$ cat src/rtl/grant_decoder.sv
// Grant-side decoder for the TX arbiter: turns a winning index into a
// registered one-hot grant held for one frame, with stall timeout.
module grant_decoder #(
  parameter int DW      = 8,
  parameter int IW      = (DW > 1) ? $clog2(DW) : 1,
  parameter int TIMEOUT = 4096
) (
  input  logic          clk,
  input  logic          rst,
  input  logic          sel_valid,
  input  logic [IW-1:0] sel_idx,
  output logic          sel_ready,
  input  logic [DW-1:0] ch_valid,
  input  logic [DW-1:0] ch_last,
  input  logic          out_ready,
  output logic [DW-1:0] grant,
  output logic [IW-1:0] mux_idx,
  output logic          busy,
  output logic          frame_done,
  output logic [15:0]   frame_beats,
  output logic          timeout_err,
  output logic          idx_err
);

  localparam int SW = (TIMEOUT > 0) ? $clog2(TIMEOUT + 1) : 1;
  localparam logic [IW:0] DWV = (IW + 1)'(DW);
  localparam logic [SW-1:0] STALL_MAX = SW'(TIMEOUT - 1);
  localparam bit TO_EN = (TIMEOUT != 0);

  typedef enum logic [1:0] {
    IDLE,
    GRANT,
    RELEASE
  } state_t;

  state_t        state, state_n;
  logic [DW-1:0] grant_n;
  logic [IW-1:0] mux_n;
  logic [15:0]   beats, beats_n, beats_inc, fb_n;
  logic [SW-1:0] stall, stall_n;
  logic          fd_n, to_n, ie_n;
  logic [DW-1:0] vsh, lsh;
  logic          beat, last, idx_ok;

  // Shift rather than index so DW=1 needs no special casing.
  assign vsh       = ch_valid >> mux_idx;
  assign lsh       = ch_last >> mux_idx;
  assign beat      = vsh[0] && out_ready;
  assign last      = lsh[0];
  assign idx_ok    = {1'b0, sel_idx} < DWV;
  assign beats_inc = (beats == 16'hFFFF) ? beats : beats + 16'd1;

  assign sel_ready = (state == IDLE);
  assign busy      = (state != IDLE);

  always_comb begin
    state_n = state;
    grant_n = grant;
    mux_n   = mux_idx;
    beats_n = beats;
    stall_n = stall;
    fb_n    = frame_beats;
    fd_n    = 1'b0;
    to_n    = 1'b0;
    ie_n    = 1'b0;
    unique case (state)
      IDLE: begin
        if (sel_valid) begin
          if (idx_ok) begin
            grant_n = DW'(1) << sel_idx;
            mux_n   = sel_idx;
            beats_n = '0;
            stall_n = '0;
            state_n = GRANT;
          end else begin
            ie_n = 1'b1;
          end
        end
      end
      GRANT: begin
        if (beat) begin
          beats_n = beats_inc;
          stall_n = '0;
          if (last) begin
            fb_n    = beats_inc;
            fd_n    = 1'b1;
            grant_n = '0;
            state_n = RELEASE;
          end
        end else if (TO_EN && stall == STALL_MAX) begin
          to_n    = 1'b1;
          grant_n = '0;
          state_n = RELEASE;
        end else if (TO_EN) begin
          stall_n = stall + 1'b1;
        end
      end
      RELEASE: begin
        state_n = IDLE;
      end
      default: begin
        state_n = IDLE;
        grant_n = '0;
      end
    endcase
  end

  always_ff @(posedge clk) begin
    if (rst) begin
      state       <= IDLE;
      grant       <= '0;
      mux_idx     <= '0;
      beats       <= '0;
      stall       <= '0;
      frame_beats <= '0;
      frame_done  <= 1'b0;
      timeout_err <= 1'b0;
      idx_err     <= 1'b0;
    end else begin
      state       <= state_n;
      grant       <= grant_n;
      mux_idx     <= mux_n;
      beats       <= beats_n;
      stall       <= stall_n;
      frame_beats <= fb_n;
      frame_done  <= fd_n;
      timeout_err <= to_n;
      idx_err     <= ie_n;
    end
  end

endmodule

$ cat config.mk
export PLATFORM = sky130hd
export DESIGN_NAME = grant_decoder
export DESIGN_NICKNAME = d
export VERILOG_FILES = /design/src/rtl/grant_decoder.sv
export SDC_FILE = /design/constraint.sdc
export NUM_CORES = 1
export LEC_CHECK = 0
export ABC_AREA = 1
export CORE_ASPECT_RATIO = 0.75
export CORE_MARGIN = 1.5
export CORE_UTILIZATION = 58
export CTS_CLUSTER_SIZE = 24
export DETAILED_ROUTE_END_ITERATION = 7
export HOLD_SLACK_MARGIN = 0.03
export PLACE_DENSITY = 0.86
export SLEW_MARGIN = 20
export SYNTH_ARGS = -nofsm -noshare
export SYNTH_HDL_FRONTEND = slang
export SYNTH_SLANG_ARGS = --single-unit
$ cat constraint.sdc
create_clock -name clk -period 2.5 [get_ports clk]
set_input_delay 0.375 -clock clk [delete_from_list [all_inputs] [get_ports clk]]
set_output_delay 0.375 -clock clk [all_outputs]
set_load 0.02 [all_outputs]
After elaboration in Yosys (flattened, before gate mapping)
Cells that the tools add are included.
W data, S select, Z words.
Storage, ports and cells
  register bits after elaboration: 60
  bits in latches: 0
  memory bits (writable): 0
  memory bits (read-only): 0
  bits of input ports: 23
  word-level logic and storage cells: 57
  memories: 0
Cells by class
  add/subtract/negate cells: 2
  multiply operators: 0
  div/mod/pow operators: 0
  magnitude comparators: 0
  equal/unequal tests: 9
  shifts and indexed selects: 3
  muxes and demuxes: 20
  bitwise logic cells: 3
  reduce and logical (&&, ||, !) cells: 12
Operators by type and width (number)
  $mux W16: 3
  $mux W13: 3
  $mux W8: 4
  $pmux W16 S2: 1
  $pmux W13 S2: 1
  $pmux W8 S3: 1
  $add A16 B1 Y16 const B: 1
  $eq A16 B16 Y1 const B: 1
  $shr A8 B3 Y1: 2
  $add A13 B1 Y13 const B: 1
  $eq A13 B12 Y1 const B: 1
  $reduce_and A3 Y1: 4
  $ne A3 B3 Y1 const B: 3
  $mux W2: 4
  $shl A1 B3 Y8 const A: 1
  $reduce_or A3 Y1: 2
  $ne A2 B2 Y1 const B: 2
  $pmux W2 S2: 1
  $reduce_and A4 Y1: 1
  $reduce_bool A2 Y1: 2
  $not A1 Y1: 3
  $eq A2 B1 Y1 const B: 1
  $eq A2 B2 Y1 const B: 1
  $logic_not A2 Y1: 1
  3 further kinds: 4

Logic depth before layout (Yosys ltp)
Gate-level depths: netlist (run 1).
  depth after elaboration: 4
  gate-level depth with buffers: 14
  gate-level depth less buffers: 12

Worst setup path before layout (run 1)
No wires, ideal clock.
  path kind: reg2reg
  from: reg mux_idx[0]
  to: reg beats[6]
  arrival: 1.579 ns
  slack: 0.804 ns
  stages on the path, launching flop included: 14
  path buffers: 2
  cells stage by stage: dfxtp_1 buf_6 inv_4 nand2_1 nand3_1 nand3_2 nand2_1 nor2_4 nand2_1 nand2_2 inv_2 buf_6 a21oi_1 nor2_1
On the way
  cells in the longest elaborated chain, start to end: 4
RTL lines
  start, declared: line 17  | output logic [IW-1:0] mux_idx,
  start signal, assigned: line 122  | mux_idx <= mux_n;
  $shr A8 B3 Y1: line 46  | assign vsh = ch_valid >> mux_idx;
  $logic_and A1 B1 Y1: line 48  | assign beat = vsh[0] && out_ready;
  $ne A2 B2 Y1 (no line)
  $reduce_and A3 Y1 (no line)
  end signal, assigned: line 123  | beats <= beats_n;
  end, declared: line 39  | logic [15:0] beats, beats_n, beats_inc, fb_n;
Every way passes these cells.
A chain may end at the register's enable or synchronous reset.

Final worst setup path (run 1)
  from: reg mux_idx[0]
  to: reg beats[1]
Same word-level chain as after synthesis.

==> results by group, run 1 <==
Worst setup path
  • Slowest-stage cell, CP: dfxtp_1
  • CP top delay family: simple AND/OR/NAND/NOR gates
  • Crit. End Element: register
  • Crit-path max FO: 15
  • Crit path cell chain: inv_4 -> nand2_1 -> nand3_1 -> nand3_2 -> nand2_1 -> nor2_4 -> nand2_1 -> nand2_2 -> inv_2 -> a21oi_1 -> nor2_1
  • Critical path class: register to register
  • Max incr delay on CP: 0.56 ns
  • CP most frequent cell: nand2_1
  • Req. time, crit path: 2.73 ns
  • Buf+Inv Stages, Crit Path: 2
  • Critical path arrival: 2.25 ns
  • Setup crit start kind: register

Logic synthesis
  • Async S/R FF share, synth: 0
  • Syn avg cell area: 6.69 um2
  • Count leader, synth: nand2_1
  • Yosys warning count: 0
  • Post-Synthesis Cell Area: 3320 um2
  • Synth unique cells: 39
  • Syn Nets: 522
  • Main synth FF type: dfxtp_1
  • Sequential area share after synthesis: 0.361
  • Post-synth top area cell: dfxtp_1
  • Top-area cell type share of the netlist area: 0.361
  • Post-synth EDFFs: 0
  • Dominant cells by area after synthesis: dfxtp_1, nand2_1, nor2_1
  • FF+latch count, synth: 60
  • Gate Count Post-Synth: 497
  • Most instantiated cells after synthesis: nand2_1, dfxtp_1, nor2_1, inv_1, a21oi_1

Floorplanning
  • Core ar.: 5440 um2
  • Die height: 68.6 um
  • Site row count: 23
  • I/O pin count: 55
  • Starting Density: 0.611
  • DIE WIDTH: 90.4 um
  • Die ar.: 6200 um2

STA
  • Total negative slack: 0 ns
  • Final Hold Viols: 0
  • Relative slew slack: 0.461
  • Final setup viols: 0
  • Tmin final: 2.02 ns
  • Max Clock Skew: 0.00361 ns
  • RSZ-0062 raised after global routing: false
  • Post-route clock period utilization: 0.809
  • Worst-Margin Slew: 0.807 ns
  • Fin. max-slew vios: 0
  • Fmax: 495 MHz

Power and ir drop
  • Worst vdd ir: 0.282 mV
  • P_sw: 0.736 mW
  • Power Total: 2.27 mW
  • Pwr/cell area: 565 nW/um2
  • Combinational Power Share: 0.215
  • Internal power: 1.53 mW
  • Part of the power in registers: 0.463
  • Power share of the clock group: 0.322
  • Switching share of power: 0.324
  • Static Leak: 1.68 nW

Clock tree
  • Clock Latency Late Sink: 0.34 ns
  • Clock Tree Buf Depth: 2
  • Root Buffer: clkbuf_8
  • Sink Count: 60
  • Cts bufs inserted: 9
  • H-tree levels: 3
  • Cts-stage hold buffer count: 0
  • Post-cts resize count: 0
  • TritonCTS clock tree: built
  • Number of post-CTS setup repair buffers: 0
  • CTS clock-pin slew for the worst setup and hold paths: 0.07 ns

Global routing
  • Number of global-route vias before repair: 2991
  • GRT met1 Usage: 0.343
  • Met3 Track Usage GR: 0.0724
  • Grt ovf: 0
  • Gr busiest metal: met2
  • Largest net degree at the start of global routing: 34
  • First-pass GRT wire length: 13100 um
  • Initial antenna violation count: 0
  • Met2 global-route usage: 0.448
  • Tot GR Track Use: 0.267

Final layout
  • Number of nets in the layout: 573
  • Area growth from synthesis to layout: 21.0%
  • Non-Filler Instances: 627
  • Diodes inserted: 0
  • Layout cells sized above 1: 0.0996

Placement
  • PortBufs: 53
  • Routability congestion estimate: 0.922
  • Detail Placement HPWL: 5650 um
  • Cell count after placement: 612

Outcome
  • Status: finished, final reports clean

Run
  • Max Cap Viol: 0

Detailed routing
  • Via density: 5.16
  • Final wirelength: 7830 um
  • DR WL/cell: 12.5 um
  • 1st-pass router iterations: 5
  • DRC viols: 0
  • Antenna viol nets, final: 0
  • 1st-iter DRT viols: 173
  • Via count: 3234

Hold path
  • HP Class: register to register
[power by group through the flow]
stage / combinational [mW] / clock [mW] / sequential (mW)
after floorplan: 0.314 / 0 / 1.09
final: 0.488 / 0.732 / 1.05
after global placement: 0.467 / 0 / 1.07
after detailed placement: 0.479 / 0 / 1.07
after CTS: 0.484 / 0.736 / 1.05
after global routing: 0.543 / 0.780 / 1.06
[per-stage QoR]
step            util  hold slack (ns)  setup WS, ns  cell area [um2]
2_1_floorplan      -            0.428         0.804             3320
5_1_grt        0.739            0.494         0.261             4020
3_5_place_dp   0.710            0.456         0.292             3860
4_1_cts        0.739            0.465         0.487             4020
6_report       0.739            0.466         0.478             4020
3_3_place_gp   0.710            0.434         0.390             3860
[cell usage in the layout (no fill, tap or decap), drive strengths merged, types with 2 or more instances in the layout]
cell and n:
nand2 156, dfxtp 60, inv 60, nor2 59, clkdlybuf4s50 53, nand3 41
a21oi 38, o21ai 19, xor2 11, clkbuf 10, nor3 10, nand4 9
or2 6, clkinv 5, a22oi 2, xnor2 2, ha 2, clkinvlp 2
buf 2
[worst reg2reg max path, cell delays in order (launching register included)]
cell	delay (ns)
dfxtp_1	0.56
inv_4	0.10
nand2_1	0.07
nand3_1	0.08
nand3_2	0.12
nand2_1	0.10
nor2_4	0.14
nand2_1	0.08
nand2_2	0.24
inv_2	0.19
a21oi_1	0.17
nor2_1	0.06
[logic make-up after synthesis]
group / share of synthesized area
compound gates: 0.0968
xor+xnor: 0.0343
fa+ha+maj: 0.00753
buf+inv: 0.101
flops: 0.361
other cells: 0.00113
simple gates: 0.398
[path summary, 6_finish.rpt]
kind	startpoint	to	slack [ns]	cells after the start
max	mux_idx[0]	beats[1]	0.48	11
min	frame_beats[13]	frame_beats[13]	0.47	2
max reg2reg	mux_idx[0]	beats[1]	0.48	11
min reg2reg	frame_beats[13]	frame_beats[13]	0.47	2
[state kept, by name, summed over array words and instances (netlist names)]
name and cells:
state 2, stall 13, frame_done 1, frame_beats 16, beats 16, grant 8
mux_idx 3, timeout_err 1
[metal layers]
layer,up-vias,share of wire
li1,1672,-
met4,0,0.0091
met2,132,0.44
met1,1421,0.47
met5,-,0
met3,9,0.077
[cell type report]
cell class	instances	area (um2)
flip-flops and latches	60	1200
inverters	62	235
well taps	75	93.8
repair buffers	55	546
clock buffers	10	128
multi-input cells	360	1790
fillers	448	1420
clock inverters	5	30.0
Power figures use the tool's default switching activity.
==> run 2: changes to the inputs <==
--- a/config.mk
+++ b/config.mk
@@ -8,11 +8,11 @@
 export ABC_AREA = 1
 export CORE_ASPECT_RATIO = 0.75
 export CORE_MARGIN = 1.5
-export CORE_UTILIZATION = 58
+export CORE_UTILIZATION = 48
 export CTS_CLUSTER_SIZE = 24
 export DETAILED_ROUTE_END_ITERATION = 7
 export HOLD_SLACK_MARGIN = 0.03
-export PLACE_DENSITY = 0.86
+export PLACE_DENSITY = 0.76
 export SLEW_MARGIN = 20
 export SYNTH_ARGS = -nofsm -noshare
 export SYNTH_HDL_FRONTEND = slang
==> constraint.sdc (replaced) <==
create_clock -name clk -period 1.85 [get_ports clk]
set_input_delay 0.2775 -clock clk [delete_from_list [all_inputs] [get_ports clk]]
set_output_delay 0.2775 -clock clk [all_outputs]
set_load 0.02 [all_outputs]
==> results by group, run 2 (synthesis gave the netlist of run 1 again) <==
Detailed routing
  • Final wirelength: 7980 um (+1.9%)
  • DR WL/cell: 12.1 um (-2.7%)
  • DRC viols: 0 (unchanged)
  • 1st-iter DRT viols: 182 (+5.2%)
  • Antenna viol nets, final: 0 (unchanged)
  • 1st-pass router iterations: 5 (unchanged)
  • Via density: 5.02 (-2.8%)
  • Via count: 3295 (+1.9%)

Hold path
  • Hold depth: 2 (unchanged)
  • Min-Delay Endpoint: stall[12]
  • HP Class: register to register
  • Critical hold path startpoint: stall[12]

Power and ir drop
  • Static Leak: 1.83 nW (+9.3%)
  • Power Total: 3.17 mW (+40%)
  • Combinational Power Share: 0.224 (+0.009)
  • Internal power: 2.20 mW (+43%)
  • Switching share of power: 0.308 (-0.0162)
  • Pwr/cell area: 746 nW/um2 (+32%)
  • P_sw: 0.977 mW (+33%)
  • Part of the power in registers: 0.447 (-0.016)
  • Worst vdd ir: 0.287 mV (+1.6%)
  • Power share of the clock group: 0.330 (+0.008)

Floorplanning
  • Site row count: 26 (+13%)
  • Starting Density: 0.491 (-0.120)
  • Core ar.: 6770 um2 (+24%)
  • Die ar.: 7440 um2 (+20%)
  • I/O pin count: 55 (unchanged)
  • DIE WIDTH: 99.1 um (+9.6%)
  • Die height: 75.1 um (+9.5%)

Global routing
  • First-pass GRT wire length: 13000 um (-1.3%)
  • Tot GR Track Use: 0.220 (-0.0468)
  • Initial antenna violation count: 0 (unchanged)
  • Grt ovf: 0 (unchanged)
  • Gr busiest metal: met2
  • Largest net degree at the start of global routing: 28 (-18%)
  • GRT met1 Usage: 0.286 (-0.0574)
  • Met3 Track Usage GR: 0.0557 (-0.0167)
  • Number of global-route vias before repair: 2971 (-0.67%)
  • Met2 global-route usage: 0.354 (-0.0939)

Worst setup path
  • Max incr delay on CP: 0.37 ns (-0.19 ns)
  • Crit. End Element: register
  • Req. time, crit path: 2.10 ns (-0.63 ns)
  • R2r endpoint: grant[0]
  • WP depth: 9 (-2)
  • Slowest-stage cell, CP: dfxtp_1
  • Buf+Inv Stages, Crit Path: 1 (-1)
  • Crit-path max FO: 10 (-5)
  • Register-to-Register Path Depth: 9 (-2)
  • CP top delay family: simple AND/OR/NAND/NOR gates
  • RR Startpoint: stall[0]
  • Flop2flop setup slack: 0.13 ns (-0.35 ns)
  • Crit path cell chain: ha_1 -> nand3_2 -> nor3_4 -> nand3b_2 -> nand3_2 -> buf_4 -> nand4_1 -> nand2_1 -> nor2_1
  • Critical path class: register to register
  • Critical path arrival: 1.97 ns (-0.28 ns)
  • Setup crit start kind: register
  • CP most frequent cell: nand3_2

STA
  • Fmax: 580 MHz (+17%)
  • Final setup viols: 0 (unchanged)
  • Post-route clock period utilization: 0.932 (+0.123)
  • Max Clock Skew: 0.00708 ns (+0.00347 ns)
  • Final Hold Viols: 0 (unchanged)
  • Tmin final: 1.72 ns (-0.298 ns)
  • RSZ-0062 raised after global routing: true
  • Fin. max-slew vios: 0 (unchanged)

Run
  • Max Cap Viol: 0 (unchanged)

Final layout
  • Most frequent cells in the layout: nand2_1, dfxtp_1, nor2_1
  • Fin area: 4260 um2 (+5.9%)
  • Largest regs: beats x16, frame_beats x16, stall x13
  • Area growth from synthesis to layout: 28.0%
  • Layout cells sized above 1: 0.145 (+0.0452)
  • Diodes inserted: 0 (unchanged)
  • Non-Filler Instances: 657 (+4.8%)
  • Most common cell after layout, fill and taps aside: nand2_1
  • Number of nets in the layout: 594 (+3.7%)

Placement
  • Cell count after placement: 642 (+4.9%)
  • PortBufs: 53 (unchanged)
  • DP Area: 4040 um2 (+4.7%)
  • Routability congestion estimate: 0.848 (-8.0%)
  • Detail Placement HPWL: 5770 um (+2.1%)

Clock tree
  • Clock Tree Buf Depth: 2 (unchanged)
  • TritonCTS clock tree: built
  • Cts bufs inserted: 9 (unchanged)
  • Clock Latency Late Sink: 0.35 ns (about the same)
  • Number of post-CTS setup repair buffers: 0 (unchanged)
  • Sink Count: 60 (unchanged)
  • Root Buffer: clkbuf_8
  • H-tree levels: 3 (unchanged)
  • CTS clock-pin slew for the worst setup and hold paths: 0.06 ns (about the same)
  • Cts-stage hold buffer count: 0 (unchanged)

Outcome
  • Status: finished, final reports clean
==> run 2: cell count changes in the layout (fill, tap and decap cells not counted), sizes merged, moves of 2 or more <==
cell / change
dlymetal6s2s: +2
clkbuf: +3
buf: +21
clkinvlp: -2
clkdlybuf4s50: -2
clkinv: -2
==> run 2: stage by stage <==
stage	setup TNS, ns	worst slack, ns	hold slack (ns)	util
6_report	0	0.126	0.450	0.629
5_1_grt	-0.0606	-0.0229	0.474	0.629
4_1_cts	0	0.000501	0.452	0.623
3_5_place_dp	-0.354	-0.0493	0.442	0.598
3_3_place_gp	0	0.0100	0.440	0.598
2_1_floorplan	0	0.154	0.427	-
==> run 2: worst min-delay path, stage by stage (launching register included) <==
cell and delay [ns]:
dfxtp_1 0.31, nand3_1 0.07, inv_1 0.03
==> run 2: layout make-up <==
| class | instances | area (um2) |
|---|---|---|
| clock buffer | 13 | 159 |
| fill | 596 | 2510 |
| inverter | 62 | 235 |
| sequential | 60 | 1200 |
| multi-input combinational | 360 | 1820 |
| tap | 84 | 105 |
| timing repair buffer | 76 | 721 |
| clock inverter | 2 | 10.0 |
==> run 2: power by group through the flow <==
| stage | sequential, mW | combinational (mW) | clock [mW] |
|---|---|---|---|
| 2_1_floorplan | 1.47 | 0.424 | 0 |
| 3_3_place_gp | 1.44 | 0.686 | 0 |
| 3_5_place_dp | 1.44 | 0.698 | 0 |
| 4_1_cts | 1.41 | 0.703 | 1.08 |
| 5_1_grt | 1.43 | 0.790 | 1.12 |
| 6_report | 1.42 | 0.710 | 1.05 |
==> run 2: worst max path at each step <==
stage                      from   endpoint
finish                 stall[0]   grant[0]
global route         mux_idx[1]  stall[11]
CTS                    state[1]       busy
detailed placement  ch_valid[3]   grant[0]
global placement    ch_valid[3]  stall[12]
floorplan            mux_idx[0]   beats[6]
==> run 2: what timing repair did <==
| item | 4_1_cts | 5_1_grt |
|---|---|---|
| endpoints found under the setup margin | 1 | 24 |
| gates resized for setup | 1 | 12 |
| pin swaps | 0 | 1 |
==> run 2: per-layer routing <==
| layer | part of all wire | up-vias | wire (um) |
|---|---|---|---|
| met5 | 0 | - | 0 |
| met2 | 0.45 | 90 | 3630 |
| met1 | 0.48 | 1482 | 3850 |
| met3 | 0.051 | 13 | 403 |
| met4 | 0.012 | 0 | 93 |
| li1 | - | 1710 | - |
